--- src/rtl/joy_key_pkg.sv ---
// Shared types and constants for the joystick-to-PS/2 key encoder.
// Holds FSM states, button indices, scan codes and ps2_key field positions.
package joy_key_pkg;

  typedef enum logic [1:0] {
    ST_IDLE,
    ST_EMIT,
    ST_WAIT
  } state_t;

  localparam int BTN_RIGHT   = 0;
  localparam int BTN_LEFT    = 1;
  localparam int BTN_DOWN    = 2;
  localparam int BTN_UP      = 3;
  localparam int BTN_FIRE    = 4;
  localparam int BTN_BARRIER = 5;
  localparam int BTN_START1  = 6;
  localparam int BTN_START2  = 7;
  localparam int BTN_COIN1   = 8;
  localparam int BTN_COIN2   = 9;

  localparam int KEY_W   = 11;
  localparam int KEY_TOG = 10;
  localparam int KEY_PRS = 9;
  localparam int KEY_EXT = 8;

  localparam logic [8:0] CODE [10] = '{
    9'h174, 9'h16B, 9'h172, 9'h175, 9'h029,
    9'h014, 9'h005, 9'h006, 9'h02E, 9'h036
  };

  // Bits beyond the table map to no key.
  function automatic logic [8:0] code_of(input int idx);
    if (idx >= 0 && idx < 10) return CODE[idx];
    return 9'h000;
  endfunction

endpackage

--- src/rtl/joy_key_encoder_lowest_set_idx.sv ---
// Combinational priority encoder: index of the lowest set bit.
// o_valid is low when the vector is all zero.
module lowest_set_idx
  import joy_key_pkg::*;
#(
  parameter int N  = 10,
  parameter int IW = (N > 1) ? $clog2(N) : 1
) (
  input  logic [N-1:0]  i_vec,
  output logic [IW-1:0] o_idx,
  output logic          o_valid
);

  always_comb begin
    o_idx   = '0;
    o_valid = 1'b0;
    for (int i = N - 1; i >= 0; i--) begin
      if (i_vec[i]) begin
        o_idx   = IW'(i);
        o_valid = 1'b1;
      end
    end
  end

endmodule

--- src/rtl/joy_key_encoder.sv ---
// Turns joystick level changes into paced PS/2-style key events.
// One event per GAP cycles, lowest changed bit first.
module joy_key_encoder
  import joy_key_pkg::*;
#(
  parameter int GAP  = 1024,
  parameter int NBTN = 10
) (
  input  logic             clk_sys,
  input  logic             reset,
  input  logic             enable,
  input  logic [NBTN-1:0]  joy,
  output logic [KEY_W-1:0] ps2_key,
  output logic             busy
);

  localparam int IW = (NBTN > 1) ? $clog2(NBTN) : 1;
  localparam logic [15:0] GAP_LD = 16'(GAP - 2);

  logic [NBTN-1:0] r_joy_q;
  logic [NBTN-1:0] r_rep;
  state_t          r_state;
  logic [15:0]     r_cnt;

  logic [NBTN-1:0] w_pending;
  logic            w_any;
  logic [IW-1:0]   w_idx;
  logic            w_valid;

  assign w_pending = r_joy_q ^ r_rep;
  assign w_any     = |w_pending;
  assign busy      = (r_state != ST_IDLE) || w_any;

  lowest_set_idx #(
    .N  (NBTN),
    .IW (IW)
  ) u_lsi (
    .i_vec   (w_pending),
    .o_idx   (w_idx),
    .o_valid (w_valid)
  );

  always_ff @(posedge clk_sys or posedge reset) begin
    if (reset) begin
      r_joy_q <= '0;
      r_rep   <= '0;
      r_state <= ST_IDLE;
      r_cnt   <= '0;
      ps2_key <= '0;
    end else begin
      r_joy_q <= joy;
      unique case (r_state)
        ST_IDLE: begin
          if (enable && w_any) r_state <= ST_EMIT;
        end
        ST_EMIT: begin
          // A change that reverted before this cycle yields no event.
          if (w_valid) begin
            ps2_key[KEY_TOG]   <= ~ps2_key[KEY_TOG];
            ps2_key[KEY_PRS]   <= r_joy_q[w_idx];
            ps2_key[KEY_EXT:0] <= code_of(int'(w_idx));
            r_rep[w_idx]       <= r_joy_q[w_idx];
            r_cnt              <= GAP_LD;
            r_state            <= ST_WAIT;
          end else begin
            r_state <= ST_IDLE;
          end
        end
        ST_WAIT: begin
          // Skipping IDLE here keeps back-to-back events exactly GAP apart.
          if (r_cnt == 16'd0) begin
            r_state <= (enable && w_any) ? ST_EMIT : ST_IDLE;
          end else begin
            r_cnt <= r_cnt - 16'd1;
          end
        end
        default: r_state <= ST_IDLE;
      endcase
    end
  end

endmodule
--- config.mk ---
export PLATFORM = sky130hd
export DESIGN_NAME = joy_key_encoder
export DESIGN_NICKNAME = d
export VERILOG_FILES = /design/src/rtl/joy_key_pkg.sv /design/src/rtl/joy_key_encoder_lowest_set_idx.sv /design/src/rtl/joy_key_encoder.sv
export SDC_FILE = /design/constraint.sdc
export NUM_CORES = 1
export LEC_CHECK = 0
export ABC_CLOCK_PERIOD_IN_PS = 6200
export BUFFER_PORTS_ARGS = -buffer_cell sky130_fd_sc_hd__buf_2
export CAP_MARGIN = 15
export CORE_MARGIN = 1
export CORE_UTILIZATION = 33
export DETAILED_ROUTE_END_ITERATION = 8
export PLACE_DENSITY = 0.57
export RECOVER_POWER = 25
export SLEW_MARGIN = 10
export SYNTH_ARGS = -nofsm -noshare
export SYNTH_HDL_FRONTEND = slang
export SYNTH_SLANG_ARGS = --single-unit
export TNS_END_PERCENT = 100
--- constraint.sdc ---
create_clock -name clk_sys -period 6.2 [get_ports clk_sys]
set_input_delay 0.93 -clock clk_sys [delete_from_list [all_inputs] [get_ports clk_sys]]
set_output_delay 0.93 -clock clk_sys [all_outputs]
set_load 0.01 [all_outputs]
==> impl_metrics.ini, run 1 <==
[sta]
slew_violations = 48
relSlewSlack_pct = -18.22
setup_viol = 0
min_period_ps = 2970
hold_viol_final = 0
fmax_mhz = 336.7
fin_worst_skew_ps = 11.63
worstMarginPinSlew_ps = 1771
tns_ps = 0
grt_setup_unrepaired = no
finalCritPeriodShare_pct = 47.90

[detailed_routing]
drc = 0
routedWlPerCell_um = 13.29
drt_iter0_drc = 84
routed_wl_mm = 4.718
dr.pass1.iters = 4
antenna_left = 0
via_per_inst = 4.879
num_vias = 1732

[clocking]
cts_resized = 0
clk_path_buf_depth = 2
hold_buffers = 0
insertion_delay_ps = 300
cts_sinks = 47
cts_root_buffer = clkbuf_8
htreeDepth = 2
cts_made_buffers = 5
path_clk_slew_ps = 90
cts_tree = done
cts_setup_buffers = 0

[power_and_ir_drop]
p_sw_share_pct = 40.49
p_leak_nw = 1.149
comb_power_share_pct = 42.9
p_int_mw = 0.6303
power_mw = 1.059
ir_drop_v = 0.0001445
power.switching_mw = 0.4289
seqPwrFrac_pct = 39.8
clkPwrFrac_pct = 17.3
power_density_nw_per_um2 = 390.3

[floorplan]
die_h_um = 88.12
fp.dieArea_um2 = 7764
die_w_um = 88.12
num_rows = 31
ios = 25
initial_core_util_pct = 33.92
design.core.area_um2 = 7214

[critical_path]
end_kind = output pin
crit_path_start_kind = flip-flop
cp.required_ps = 5270
critPathMaxFanout = 6
r2r-start = r_rep[7]$_DFFE_PP0P_
crit_start = r_rep[7]$_DFFE_PP0P_
crit_type = flip-flop to output pin
worstRegToRegCells = 7
cp.arrival_ps = 2040

[layout]
postLayoutCoreUtil_pct = 37.62
drive_gt1_share_pct = 19.53
multi_input_area_um2 = 1165
areaGrowthSynthToFinish_pct = 10.89
regArea_um2 = 1176
stdcell_count = 355
n_antenna_cell = 0
nFillCells = 754
final_nets = 275

[yosys]
synthDistinctLibCells = 51
synth_nets = 252
synth.most_common_cell = dfrtp_1
synthFlopType = dfrtp_1
synthCells = 232
synth_area_um2 = 2447
synth-seq-cells = 47
synthArstFlopShare_pct = 100.0
yosys.area.top_type = dfrtp_1
synth_top_area_share_pct = 48.06
synthTopCellsByArea = dfrtp_1 48%, xnor2_1 5.7%, ha_1 3.6%
synth_warnings = 0
synth-edff-count = 0
synth.top_cells.by_count = 47 x dfrtp_1, 22 x nand2_1, 20 x nor2_1, 16 x xnor2_1, 11 x a21oi_1
avgSynthCellArea_um2 = 10.55
synth_seq_area_share_pct = 48.06

[worst_hold_path]
hp-start = ps2_key[10]$_DFFE_PP0P_
hold_class = flip-flop to flip-flop
whs_path_depth = 1

[global_routing]
grt-ovfl-total = 0
grt_pass1_wl_mm = 8.066
antenna_found_initial = 0
grtUsageTotal_pct = 13.66
grt_start_max_net_pins = 48
grt_pass1_vias = 1682

[place]
io_buffers = 23
gp_congestion = 0.7880
dpl.cell_count = 347
hpwl_mm = 3.380

[status]
violations = capacitance limit, slew limit
status = complete, but fails checks

[run]
cap_violations = 1
cells by family (layout without fill, tap and decap cells):
logic type | after synthesis | after routing | synth area share (%)
other | 1 | 1 | 0.1532
adders and majority gates | 7 | 7 | 3.579
DFF | 47 | 47 | 48.06
AOI/OAI and AO/OA | 48 | 48 | 14.31
xor gates and xnor gates | 23 | 23 | 8.231
and+or+nand+nor | 77 | 77 | 16.87
muxes | 10 | 10 | 4.192
buffers and inverters | 19 | 43 | 4.600
through the flow:
stage | instance area, um2 | setup slack (ps) | hold WS, ps
after floorplan | 2447 | 3780 | 448.9
after global placement | 2629 | 3597 | 451.5
after detailed placement | 2629 | 3583 | 456.0
after CTS | 2714 | 3242 | 472.9
after global routing | 2714 | 2994 | 484.3
final | 2714 | 3230 | 474.3
registers in the layout (all words and copies together), names as in the netlist:
name	count
r_cnt	16
r_joy_q	10
r_rep	10
ps2_key	9
r_state	2
layout by cell type (no fill, tap or decap), drive strengths merged, types with 4 or more instances in the layout:
cell / count
dfrtp: 47
buf: 24
nand2: 22
nor2: 21
xnor2: 16
a31oi: 12
a21oi: 11
inv: 11
o21ai: 9
mux2i: 8
xor2: 7
ha: 7
clkbuf: 6
nand2b: 5
nor3: 5
or3: 5
nor4: 5
o211ai: 4
routing by layer:
metal / global-route usage, % / part of all wire, %
met2: 21.63 / 46
met4: 5.865 / 1.8
met5: 0 / 0
met1: 17.78 / 48
met3: 3.393 / 3.8
critical path, stage by stage, from the launching register on:
cell     delay (ps)
dfrtp_1         390
xor2_1          190
nor4_2          530
nand2_1         210
nor2_1          190
nand2_1          80
buf_2           150
power groups by stage:
stage                     combinational, mW  sequential, mW  clock [mW]
after detailed placement              0.456           0.429           0
after floorplan                       0.344           0.433           0
after global placement                0.454           0.427           0
after global routing                  0.508           0.432       0.206
final                                 0.454           0.422       0.183
after CTS                             0.458           0.423       0.191
layout make-up:
type / instances / share of cell area (%)
clock buffers: 6 / 2.674
clock inverters: 2 / 0.4610
inverters: 11 / 1.521
multi-input cells: 166 / 42.92
flip-flops and latches: 47 / 43.34
well taps: 99 / 4.564
repair buffers: 24 / 4.518
final timing paths:
kind                                            to  slack [ps]
max                                           busy        3230
max reg2reg                   r_rep[5]$_DFFE_PP0P_        3580
min in group asynchronous   ps2_key[6]$_DFFE_PP0P_        1180
max in group asynchronous     r_joy_q[9]$_DFF_PP0_        3990
min                        ps2_key[10]$_DFFE_PP0P_         470
min reg2reg                ps2_key[10]$_DFFE_PP0P_         470
Power figures use the tool's default switching activity.
==> inputs of run 2 (changes only) <==
Settings changed: ABC_AREA set to 1, ABC_CLOCK_PERIOD_IN_PS 6200 to 3100.
Clock period 6.2 ns to 3.1 ns, I/O delays scaled along.
==> run 2 against run 1 <==
The run still ends with capacitance limit, slew limit left. Combinational power grew 100%. Non-clock buffer count shrank 1. Count of clock-buffer cells in the layout grew 1. Register-to-register slack lost 2800 ps. Synthesized cell count grew 36%. Worst hold slack lost 200 ps. Clock power grew 93%. Clock skew shrank 3.9 ps. Via count grew 15%. Routed wire length grew 12%. Utilization grew 0.36 points. Critical path type is now flip-flop to flip-flop. Largest cell class unchanged. Largest power group unchanged. Highest routed layer unchanged.
==> impl_metrics.ini, run 2 <==
[critical_path]
end_kind = flip-flop
slowest_delay_ps = 410
crit_path_start_kind = flip-flop
cp.arrival_ps = 2570
crit_chain = xor2_1 -> nor2_1 -> nand2_1 -> nor2_2 -> nand2_4 -> nand2_4 -> inv_1 -> nand2_1 -> o22ai_1 -> a31oi_1
cp.required_ps = 3310
crit_type = flip-flop to flip-flop
critPathMaxFanout = 24
cp_slowest_cell = dfrtp_1

[place]
io_buffers = 23
gp_congestion = 0.8219
hpwl_mm = 3.885
dpl.cell_count = 430

[detailed_routing]
num_vias = 1999
drt_iter0_drc = 79
dr.pass1.iters = 4
drc = 0
routed_wl_mm = 5.271
via_per_inst = 4.564
routedWlPerCell_um = 12.03
antenna_left = 0

[global_routing]
grt_start_max_net_pins = 48
grt_pass1_wl_mm = 9.287
antenna_found_initial = 0
grt-ovfl-total = 0
grt_pass1_vias = 1905
grtUsageTotal_pct = 15.18

[clocking]
cts_made_buffers = 5
cts_sinks = 47
insertion_delay_ps = 290
cts_setup_buffers = 0
cts_tree = done
htreeDepth = 2
path_clk_slew_ps = 80
cts_resized = 0
clk_path_buf_depth = 2
cts_root_buffer = clkbuf_8
hold_buffers = 0

[layout]
largest_reg_flops = 16
nFillCells = 757
areaGrowthSynthToFinish_pct = 10.53
final_common_cell = nand2_1
largest_register = r_cnt
n_antenna_cell = 0
drive_gt1_share_pct = 13.57
most-common-layout-cells = 76 x nand2_1, 51 x inv_1, 47 x dfrtp_1, 21 x nor2_1, 21 x buf_2
reg_top3 = r_cnt x16, r_joy_q x10, r_rep x10
final_nets = 358
stdcell_count = 438

[yosys]
synth_top_area_share_pct = 46.70
synth-edff-count = 0
synthDistinctLibCells = 33
synth.top_cells.by_count = 76 x nand2_1, 51 x inv_1, 47 x dfrtp_1, 21 x nor2_1, 16 x nand3_1
synth_seq_area_share_pct = 46.70
yosys.area.top_type = dfrtp_1
synthFlopType = dfrtp_1
synthCells = 315
synthArstFlopShare_pct = 100.0
synth_area_um2 = 2519
avgSynthCellArea_um2 = 7.996
synth.most_common_cell = nand2_1
synth_warnings = 0
synthTopCellsByArea = dfrtp_1 47%, nand2_1 11%, inv_1 7.6%
synth_nets = 335
synth-seq-cells = 47

[worst_hold_path]
hold_class = primary input to flip-flop

[sta]
min_period_ps = 2359
tns_ps = 0
hold_viol_final = 0
finalCritPeriodShare_pct = 76.11
slew_violations = 48
fin_worst_skew_ps = 7.748
setup_viol = 0
grt_setup_unrepaired = no
relSlewSlack_pct = -16.16
worstMarginPinSlew_ps = 1740
hold_ws_ps = 275.4
fmax_mhz = 423.9

[floorplan]
fp.dieArea_um2 = 7986
ios = 25
die_w_um = 89.37
initial_core_util_pct = 34.36
design.core.area_um2 = 7331
die_h_um = 89.37
num_rows = 31

[power_and_ir_drop]
p_leak_nw = 1.389
ir_drop_v = 0.0003933
power_density_nw_per_um2 = 769.6

[status]
violations = capacitance limit, slew limit
status = complete, but fails checks

[run]
cap_violations = 1
## run 2: changes by cell type after synthesis, moves of 4 or more
cell      before  now
nand2_1       22   76
inv_1         10   51
nand3_1        3   16
xnor2_1       16    3
o21ai_0        6   15
mux2i_1        8    0
nor3_1         5   13
a31oi_1        9    3
nand2b_1       5    0
or2_2          0    5
nand2_2        0    4
nand3b_1       0    4
## run 2: worst max-delay path, delay by kind of cell, from the launching register on
kind	cells	cell delay (ps)
xor gates and xnor gates	1	190
and+or+nand+nor	6	1120
buffers and inverters	1	280
AOI/OAI and AO/OA	2	270
DFF	1	410
## run 2: logic make-up after synthesis
family / count (synthesis) / share of synthesized area (%)
adders and majority gates: 7 / 3.477
xor gates and xnor gates: 9 / 3.130
and+or+nand+nor: 156 / 28.86
AOI/OAI and AO/OA: 35 / 7.700
DFF: 47 / 46.70
other: 1 / 0.1489
buffers and inverters: 60 / 9.985
## run 2: path summary, 6_finish.rpt
kind / startpoint / end / slack, ps / cells past startpoint
worst max-delay path: r_rep[3]$_DFFE_PP0P_ / ps2_key[2]$_DFFE_PP0P_ / 740 / 10
worst min-delay path: joy[2] / r_joy_q[2]$_DFF_PP0_ / 280 / 1
worst max register to register: r_rep[3]$_DFFE_PP0P_ / ps2_key[2]$_DFFE_PP0P_ / 740 / 10
worst min register to register: ps2_key[9]$_DFFE_PP0P_ / ps2_key[9]$_DFFE_PP0P_ / 480 / 2
max in group asynchronous: reset / r_rep[7]$_DFFE_PP0P_ / 1380 / 2
min in group asynchronous: reset / r_cnt[11]$_DFFE_PP0P_ / 710 / 2
## run 2: per-stage QoR
step | setup slack [ps] | cell area (um2) | util (%) | total power [mW]
2_1_floorplan | 1181 | 2519 | - | 1.590
3_3_place_gp | 724.2 | 2705 | 36.90 | 1.796
3_5_place_dp | 774.7 | 2705 | 36.90 | 1.806
4_1_cts | 718.0 | 2786 | 38.01 | 2.174
5_1_grt | 459.9 | 2784 | 37.98 | 2.340
6_report | 740.7 | 2784 | 37.98 | 2.143
## run 2: final cells by class
| cell class | instances | area [um2] | share of cell area [%] |
|---|---|---|---|
| clock buffer | 7 | 76.32 | 2.742 |
| clock inverter | 1 | 5.005 | 0.1798 |
| inverter | 53 | 198.9 | 7.146 |
| multi-input combinational | 208 | 1091 | 39.19 |
| sequential | 47 | 1176 | 42.25 |
| tap | 99 | 123.9 | 4.449 |
| timing repair buffer | 23 | 112.6 | 4.045 |
## run 2: routing by layer
layer | share of wire, % | routed length (um) | global-route usage (%) | vias up
met5 | 0 | 0 | 0 | -
met3 | 3.9 | 206 | 2.862 | 2
met2 | 42 | 2235 | 22.07 | 43
met1 | 53 | 2787 | 22.85 | 923
li1 | - | - | - | 1031
met4 | 0.76 | 40 | 4.329 | 0
## run 2: power by group
| part | switching, mW | total (mW) | leakage (nW) | internal, mW |
|---|---|---|---|---|
| logic | 0.619 | 0.923 | 0.784 | 0.304 |
| registers | 0.104 | 0.867 | 0.563 | 0.763 |
| clock network | 0.194 | 0.353 | 0.0422 | 0.159 |
==> inputs of run 3 (changes only) <==
Settings changed: ABC_CLOCK_PERIOD_IN_PS 3100 to 2000, PLACE_DENSITY 0.57 to 0.58.
Clock period 3.1 ns to 2 ns, I/O delays scaled along.
==> run 3 against run 2 <==
The flow finishes with violations (setup timing). Sequential cell count stayed put. Global-route usage is 1.5 points higher. Total power is 100% higher.
==> impl_metrics.ini, run 3 (same netlist as run 2, synthesis figures left out) <==
[status]
status = complete, but fails checks
violations = setup timing

[critical_path]
crit_path_start_kind = flip-flop
crit_start = r_joy_q[6]$_DFF_PP0_
cp.arrival_ps = 2210
cp.required_ps = 2190
r2r-start = r_joy_q[6]$_DFF_PP0_
critPathMaxFanout = 6
crit_type = flip-flop to flip-flop
end_kind = flip-flop

[layout]
n_antenna_cell = 0
postLayoutCoreUtil_pct = 47.67
largest_reg_flops = 16
reg_top3 = r_cnt x16, r_joy_q x10, r_rep x10
stdcell_count = 483
nFillCells = 691
final_common_cell = nand2_1
most-common-layout-cells = 56 x nand2_1, 47 x dfrtp_1, 41 x inv_1, 37 x buf_4, 23 x buf_2
areaGrowthSynthToFinish_pct = 38.75
final_nets = 403
drive_gt1_share_pct = 40.89
largest_register = r_cnt

[sta]
grt_setup_unrepaired = yes
relSlewSlack_pct = 45.11
worstMarginPinSlew_ps = 822.4
fmax_mhz = 495.3
min_period_ps = 2019
tns_ps = -38.66
hold_viol_final = 0
hold_ws_ps = 97.43
finalCritPeriodShare_pct = 100.9
slew_violations = 0
fin_ws_ps = -18.94
fin_worst_skew_ps = 5.339
setup_viol = 3

[global_routing]
grt_pass1_vias = 2116
grt-ovfl-total = 0
antenna_found_initial = 0
grtUsageTotal_pct = 16.65
grt_pass1_wl_mm = 9.970
grt_start_max_net_pins = 29

[floorplan]
die_h_um = 89.37
design.core.area_um2 = 7331
initial_core_util_pct = 34.36
fp.dieArea_um2 = 7986
die_w_um = 89.37
num_rows = 31
ios = 25

[clocking]
cts_sinks = 47
cts_tree = done
cts_made_buffers = 5
clk_path_buf_depth = 2
cts_root_buffer = clkbuf_8
insertion_delay_ps = 300
path_clk_slew_ps = 80
htreeDepth = 2

[power_and_ir_drop]
p_leak_nw = 1.739
ir_drop_v = 0.0004727
power_density_nw_per_um2 = 1238

[detailed_routing]
routedWlPerCell_um = 12.69
drc = 0
routed_wl_mm = 6.130
drt_iter0_drc = 119
antenna_left = 0
via_per_inst = 4.631
num_vias = 2237
dr.pass1.iters = 4

[place]
gp_congestion = 0.8555
hpwl_mm = 4.238
dpl.cell_count = 460
io_buffers = 23

[worst_hold_path]
hold_class = primary input to flip-flop
hp-start = joy[1]

[run]
cap_violations = 0
-- run 3: worst paths after layout --
check,slack (ps),end,cells after the start
worst max-delay path,-20,r_rep[2]$_DFFE_PP0P_,11
worst min-delay path,100,r_joy_q[1]$_DFF_PP0_,1
worst max register to register,-20,r_rep[2]$_DFFE_PP0P_,11
worst min register to register,490,ps2_key[5]$_DFFE_PP0P_,2
max in group asynchronous,1220,r_cnt[4]$_DFFE_PP0P_,3
min in group asynchronous,150,ps2_key[10]$_DFFE_PP0P_,2
-- run 3: timing repair --
item | 4_1_cts | 5_1_grt
endpoints found under the hold margin | 0 | 0
hold buffers | 0 | 0
cloned | 1 | 0
pin swaps | 7 | 28
setup buffers | 4 | 10
setup endpoints to repair | 17 | 29
gates resized for setup | 22 | 70
-- run 3: area by class of cell --
| class | instances | area [um2] | area share (%) |
|---|---|---|---|
| Multi-Input combinational cell | 209 | 1401 | 40.10 |
| Sequential cell | 47 | 1176 | 33.66 |
| Timing Repair Buffer | 67 | 489.2 | 14.00 |
| Inverter | 53 | 203.9 | 5.836 |
| Tap cell | 99 | 123.9 | 3.545 |
| Clock buffer | 8 | 100.1 | 2.864 |
-- run 3: worst max-delay path: stages (launching register included) --
cell     delay [ps]
dfrtp_1         420
xnor2_2         160
and2_4          170
o31ai_2         260
nand2_2         150
buf_4           170
nand3_1          80
nand2_1          80
nand2_2         120
nand3_4         140
nand2_1         100
nand2_1          50
-- run 3: routing by layer --
metal | vias up | GRT usage [%] | share of wire, %
met1 | 1063 | 23.17 | 49
met2 | 40 | 25.75 | 47
met3 | 5 | 3.232 | 2.8
met5 | - | 0 | 0
li1 | 1129 | - | -
met4 | 0 | 6.061 | 1.6
-- run 3: metrics by stage --
stage                     total power, mW  setup WS (ps)  area (um2)
final                               4.327         -18.94        3495
after global routing                4.661         -126.5        3495
after CTS                           3.926         -5.632        3168
after detailed placement            3.088         -118.1        2943
after global placement              3.066         -66.69        2943
after floorplan                     2.464          81.37        2519
-- run 3: where the power goes --
group / switching, mW / internal (mW) / total [mW]
logic: 1.32 / 1.02 / 2.34
registers: 0.179 / 1.18 / 1.36
clock network: 0.312 / 0.316 / 0.628
total: 1.81 / 2.52 / 4.33
